--- src/rtl/enemy_spawner.sv ---
// enemy_spawner: schedules enemy spawns into free Enemy slots with wave-based difficulty.
//   clk        in   system clock
//   reset      in   asynchronous active-low reset
//   enable     in   game running; low freezes all state and masks pulses
//   slotDead   in   [NUM_SLOTS] dead flag per Enemy slot
//   canSpawn   out  [NUM_SLOTS] one-hot single-cycle spawn pulse
//   spawnType  out  [2] enemy type for the pulse (01/10/11)
//   wave       out  [4] current wave, saturating at 15
//   spawnCount out  [3] spawns completed in the current wave
//   bossSpawn  out  boss pulse alongside canSpawn, only with BOSS_WAVE_EN defined
module enemy_spawner #(
    parameter int         NUM_SLOTS      = 4,
    parameter int         SPAWN_INTERVAL = 200,
    parameter int         INTERVAL_STEP  = 16,
    parameter int         MIN_INTERVAL   = 40,
    parameter int         WAVE_LEN       = 8,
    parameter logic [7:0] LFSR_SEED      = 8'hA5
) (
    input  logic                 clk,
    input  logic                 reset,
    input  logic                 enable,
    input  logic [NUM_SLOTS-1:0] slotDead,
    output logic [NUM_SLOTS-1:0] canSpawn,
    output logic [1:0]           spawnType,
    output logic [3:0]           wave,
    output logic [2:0]           spawnCount,
    output logic                 bossSpawn
);
    localparam int SW = NUM_SLOTS > 1 ? $clog2(NUM_SLOTS) : 1;
    localparam logic [11:0] SI = 12'(SPAWN_INTERVAL);
    localparam logic [11:0] ST = 12'(INTERVAL_STEP);
    localparam logic [11:0] MI = 12'(MIN_INTERVAL);
    localparam logic [2:0]  LAST = 3'(WAVE_LEN - 1);

    typedef enum logic [1:0] {S_WAIT, S_PICK, S_ISSUE} state_t;

    state_t                     state_q, state_d;
    logic [11:0]                cnt_q, cnt_d;
    logic [7:0]                 lfsr_q, lfsr_d;
    logic [NUM_SLOTS-1:0]       pending_q, pending_d;
    logic [NUM_SLOTS-1:0][2:0]  timer_q, timer_d;
    logic [SW-1:0]              slot_q, slot_d;
    logic [1:0]                 type_q, type_d;
    logic [3:0]                 wave_q, wave_d;
    logic [2:0]                 count_q, count_d;

    logic [11:0]          dec, interval;
    logic [NUM_SLOTS-1:0] free;
    logic                 found, last, boss_hit, fire;
    logic [SW-1:0]        pick;
    logic [1:0]           lfsr_type, pick_type;

    // Underflow of the subtraction (dec > SI) clamps to the floor as well.
    assign dec      = 12'(wave_q) * ST;
    assign interval = (dec > SI || SI - dec < MI) ? MI : SI - dec;

    // A slot that just turned dead this cycle already counts as free.
    assign free = slotDead & ~pending_q;

    always_comb begin
        found = 1'b0;
        pick  = '0;
        for (int i = NUM_SLOTS - 1; i >= 0; i--) begin
            if (free[i]) begin
                found = 1'b1;
                pick  = SW'(i);
            end
        end
    end

    // Wave >= 2 maps lfsr 00/01 to the weakest type and passes 10/11 through.
    assign lfsr_type = wave_q == 4'd0 ? 2'b01 :
                       wave_q == 4'd1 ? (lfsr_q[0] ? 2'b10 : 2'b01) :
                       lfsr_q[1] ? lfsr_q[1:0] : 2'b01;
    assign last = count_q == LAST;

`ifdef BOSS_WAVE_EN
    // wave_q/count_q only advance when leaving S_ISSUE, so they still
    // describe the spawn being issued during the pulse.
    assign boss_hit = wave_q[1:0] == 2'b11 && last;
`else
    assign boss_hit = 1'b0;
`endif

    assign pick_type = boss_hit ? 2'b11 : lfsr_type;
    assign fire      = enable && state_q == S_ISSUE;

    always_comb begin
        state_d   = state_q;
        cnt_d     = cnt_q;
        lfsr_d    = lfsr_q;
        pending_d = pending_q;
        timer_d   = timer_q;
        slot_d    = slot_q;
        type_d    = type_q;
        wave_d    = wave_q;
        count_d   = count_q;
        if (enable) begin
            lfsr_d = {lfsr_q[6:0], lfsr_q[7] ^ lfsr_q[5] ^ lfsr_q[4] ^ lfsr_q[3]};
            // Pending drops once the Enemy goes live or after a 4-cycle hold
            // when it never accepted the spawn.
            for (int i = 0; i < NUM_SLOTS; i++) begin
                if (pending_q[i]) begin
                    if (!slotDead[i] || timer_q[i] == 3'd3) pending_d[i] = 1'b0;
                    else timer_d[i] = timer_q[i] + 3'd1;
                end
            end
            case (state_q)
                S_WAIT: begin
                    if (cnt_q == interval - 12'd1) begin
                        cnt_d   = '0;
                        state_d = S_PICK;
                    end else begin
                        cnt_d = cnt_q + 12'd1;
                    end
                end
                S_PICK: begin
                    if (found) begin
                        slot_d  = pick;
                        type_d  = pick_type;
                        state_d = S_ISSUE;
                    end
                end
                S_ISSUE: begin
                    pending_d[slot_q] = 1'b1;
                    timer_d[slot_q]   = 3'd0;
                    count_d = last ? 3'd0 : count_q + 3'd1;
                    wave_d  = last && wave_q != 4'd15 ? wave_q + 4'd1 : wave_q;
                    state_d = S_WAIT;
                end
                default: state_d = S_WAIT;
            endcase
        end
    end

    always_ff @(posedge clk or negedge reset) begin
        if (!reset) begin
            state_q   <= S_WAIT;
            cnt_q     <= '0;
            lfsr_q    <= LFSR_SEED;
            pending_q <= '0;
            timer_q   <= '0;
            slot_q    <= '0;
            type_q    <= 2'b01;
            wave_q    <= '0;
            count_q   <= '0;
        end else begin
            state_q   <= state_d;
            cnt_q     <= cnt_d;
            lfsr_q    <= lfsr_d;
            pending_q <= pending_d;
            timer_q   <= timer_d;
            slot_q    <= slot_d;
            type_q    <= type_d;
            wave_q    <= wave_d;
            count_q   <= count_d;
        end
    end

    assign canSpawn   = fire ? (NUM_SLOTS'(1) << slot_q) : '0;
    assign spawnType  = type_q;
    assign wave       = wave_q;
    assign spawnCount = count_q;
    assign bossSpawn  = fire && boss_hit;
endmodule

--- config.mk ---
export PLATFORM = sky130hd
export DESIGN_NAME = enemy_spawner
export DESIGN_NICKNAME = d
export VERILOG_FILES = /design/src/rtl/enemy_spawner.sv
export SDC_FILE = /design/constraint.sdc
export NUM_CORES = 1
export LEC_CHECK = 0
export ABC_AREA = 0
export ABC_CLOCK_PERIOD_IN_PS = 5900
export CORE_MARGIN = 2
export CORE_UTILIZATION = 61
export CTS_CLUSTER_SIZE = 10
export DETAILED_ROUTE_END_ITERATION = 6
export PLACE_DENSITY = 0.83
export SYNTH_ARGS = -nofsm -noshare
export SYNTH_HDL_FRONTEND = slang
export SYNTH_SLANG_ARGS = --single-unit
--- constraint.sdc ---
create_clock -name clk -period 5.9 [get_ports clk]
set_input_delay 1.77 -clock clk [delete_from_list [all_inputs] [get_ports clk]]
set_output_delay 1.77 -clock clk [all_outputs]
set_load 0.02 [all_outputs]
==> summary.txt <==
Status - finished, final reports clean
CP Launch Type - primary input
Fraction of layout cells with a size suffix above 1 - 10.8%
Post-synthesis instance total - 264
Post-synth top flop - dfrtp_1
Seq pwr share - 51.2%
Sequential cell area - 0.00123 mm2
Worst-Skew Late Latency - 300 ps
Vias in the first global route - 1,802
Filler instances - 298
Cell family with most CP delay - buffers and inverters
Biggest cell delay along the critical path - 670 ps
Antenna violations before repair - 0
Total power - 0.922 mW
Type of element capturing the critical path - output port
#FFs+latches synth - 49
Required @ worst endpoint - 4130 ps
First DRT Iteration DRCs - 151
Crit path max fanout - 7
WL per Instance - 14.5 um
Num CTS Buffers - 5
Final hold violation count - 0
Core Util, Final - 73.5%
CP Buf/Inv Count - 2
Area of the die - 0.00483 mm2
RSZ-0062 raised after global routing - false
Arrival time worst endpoint - 3590 ps
Initial Util - 64.5%
Slew HR - 30.4%
CTS tree - done
Cell variety after synth - 44
First-pass GRT wire length - 8.35 mm
Ports - 21
Clk root buf - clkbuf_8
Rows - 23
Antenna-violating nets left - 0
Final min period - 5360 ps
Post-synthesis sequential area ratio - 47.1%
Hold slack - 488 ps
GRT Total Usage - 21.7%
Clk pin slew, worst setup/hold paths - 90 ps
Cell repeated most along the worst path - clkdlybuf4s50_1
Largest net degree at the start of global routing - 50
Number of synthesized flops with an enable pin - 0
Core area - 0.00406 mm2
H-tree levels - 2
Synth async-reset ratio - 100%
Via-to-Cell Ratio - 5.62
Detailed Route WL - 4.90 mm
Leak Pwr - 1.43 nW
Net Sw Frac - 29.3%
CTS Buffer Depth - 2
Slew Limit Fails - 0
Crit Path Class - primary input to output port
Die Y - 69.5 um
Cts-stage hold buffer count - 0
Synth Cell Area - 0.00262 mm2
Via count - 1,899
Multi-input gate area - 0.00130 mm2
Placed Area - 0.00286 mm2
Hold Crit Class - register to register
Final Instance Area - 0.00298 mm2
Net Count, Synth - 285
Switching power - 0.270 mW
TNS Setup - 0 ps
RePlAce Congestion - 0.779
Antenna diodes - 0
Clk_skew - 9.71 ps
Buffers on Ports - 19
Detailed-route DRC error count - 0
Clk network pwr share - 26.7%
Tcrit/Tclk final - 90.8%
Drt pass-1 iters - 4
Worst-Margin Slew - 1040 ps
Cell internal pwr - 0.652 mW
Layout Nets - 308
# resized after CTS - 0
Crit-path slowest cell - clkdlybuf4s50_1
Max Fclk - 187 MHz
Grt total ovfl - 0
Warnings, synthesis - 0
Max cap viols - 0
CP Cell Sequence - clkdlybuf4s50_1 > nand2_1 > nor3b_1 > clkdlybuf4s50_1
HPWL Detailed - 3.53 mm
Post-CTS Setup Bufs - 0
Worst IR Drop VDD - 250 uV
Setup-failing EPs final - 0
Die Span X - 69.5 um
Mapped Avg Cell Area - 9.91 um2
Clk sink count - 49
Power per cell area - 309 mW/mm2
Layout area overhead - 13.9%
Comb pwr share - 22.1%
[cell usage after synthesis (4+ instances only)]
master	number	area, um2
a21o_1	7	52.6
a21oi_1	8	40.0
and3_1	7	43.8
dfrtp_1	44	1100
dfstp_2	5	131
ha_1	14	175
inv_1	14	52.6
mux2_2	10	113
nand2_1	23	86.3
nand2b_1	4	25.0
nand3_1	6	30.0
nand4_1	4	25.0
nor2_1	33	124
nor2b_1	6	37.5
nor3_1	8	40.0
o21ai_0	12	60.1
xnor2_1	15	131
xor2_1	6	52.6
[per-stage QoR]
step	setup WS (ps)	instances
finish	542	338
global route	420	338
CTS	533	338
detailed placement	541	330
global placement	633	330
floorplan	1100	264
[flip-flops by register name, indices dropped and copies added (netlist names)]
name,count
spawnCount,3
slot_q,2
timer_q,12
lfsr_q,8
state_q,2
wave,4
cnt_q,12
pending_q,4
spawnType,2
[final cells by class]
class / count / area share [%]
Multi-Input combinational cell: 194 / 43.5
Timing Repair Buffer: 23 / 7.22
Clock inverter: 2 / 1.26
Inverter: 14 / 1.76
Tap cell: 50 / 2.10
Clock buffer: 6 / 2.77
Sequential cell: 49 / 41.4
[worst paths after layout]
| kind | end | startpoint | cells past startpoint | slack, ps |
|---|---|---|---|---|
| worst max-delay path | canSpawn[2] | enable | 4 | 540 |
| worst min-delay path | timer_q[11]$_DFFE_PN0P_ | timer_q[11]$_DFFE_PN0P_ | 2 | 490 |
| worst max register to register | cnt_q[1]$_DFFE_PN0P_ | wave[0]$_DFFE_PN0P_ | 7 | 3030 |
| worst min register to register | timer_q[11]$_DFFE_PN0P_ | timer_q[11]$_DFFE_PN0P_ | 2 | 490 |
| max in group asynchronous | pending_q[2]$_DFFE_PN0P_ | reset | 1 | 3600 |
| min in group asynchronous | cnt_q[5]$_DFFE_PN0P_ | reset | 1 | 1640 |
[worst reg2reg max path: stages (launching register included)]
cell and delay, ps:
dfrtp_1 510, inv_1 150, ha_1 310, mux2_2 390
or2_2 290, a21o_1 200, a2111oi_4 720, nor3_1 150
[placed cells by master (no fill, tap or decap), drive strengths merged, types with 2 or more instances in the layout]
cell type      instances
a21oi                  8
buf                    5
nor3b                  3
nand3b                 2
ha                    14
xor2                   6
mux2                  10
mux2i                  3
nand4                  4
a31oi                  3
nor3                   8
a2111oi                2
nand4b                 3
clkbuf                 6
dfstp                  5
and3                   7
or3                    2
clkdlybuf4s50         18
nor2                  33
a21boi                 2
nand2b                 4
o21ai                 12
xnor2                 15
nor2b                  6
nand3                  6
dfrtp                 44
inv                   14
nand2                 23
a21o                   7
[routing by layer]
layer	vias to the layer above	track usage, %	part of all wire, %
met2	39	34.4	48
met3	6	5.23	3.6
met1	898	29.5	48
li1	956	-	-
met4	0	6.75	1.3
met5	-	0	0
[logic make-up after synthesis]
logic type               Yosys count  share of synthesized area (%)
XOR/XNOR                          21                           7.03
adder cells (fa/ha/maj)           14                           6.69
buffers and inverters             21                           3.35
AND/OR/NAND/NOR                  105                           19.8
flip-flops                        49                           47.1
AO/OA/AOI/OAI                     40                           10.4
multiplexers                      13                           5.45
other                              1                          0.143
[power groups by stage]
stage | Sequential [mW] | Combinational [mW] | Clock (mW)
after global placement | 0.471 | 0.193 | 0
after global routing | 0.481 | 0.232 | 0.269
final | 0.472 | 0.204 | 0.246
after CTS | 0.471 | 0.207 | 0.251
after floorplan | 0.463 | 0.153 | 0
after detailed placement | 0.477 | 0.201 | 0
No activity file was read; power rests on OpenSTA's default activity.
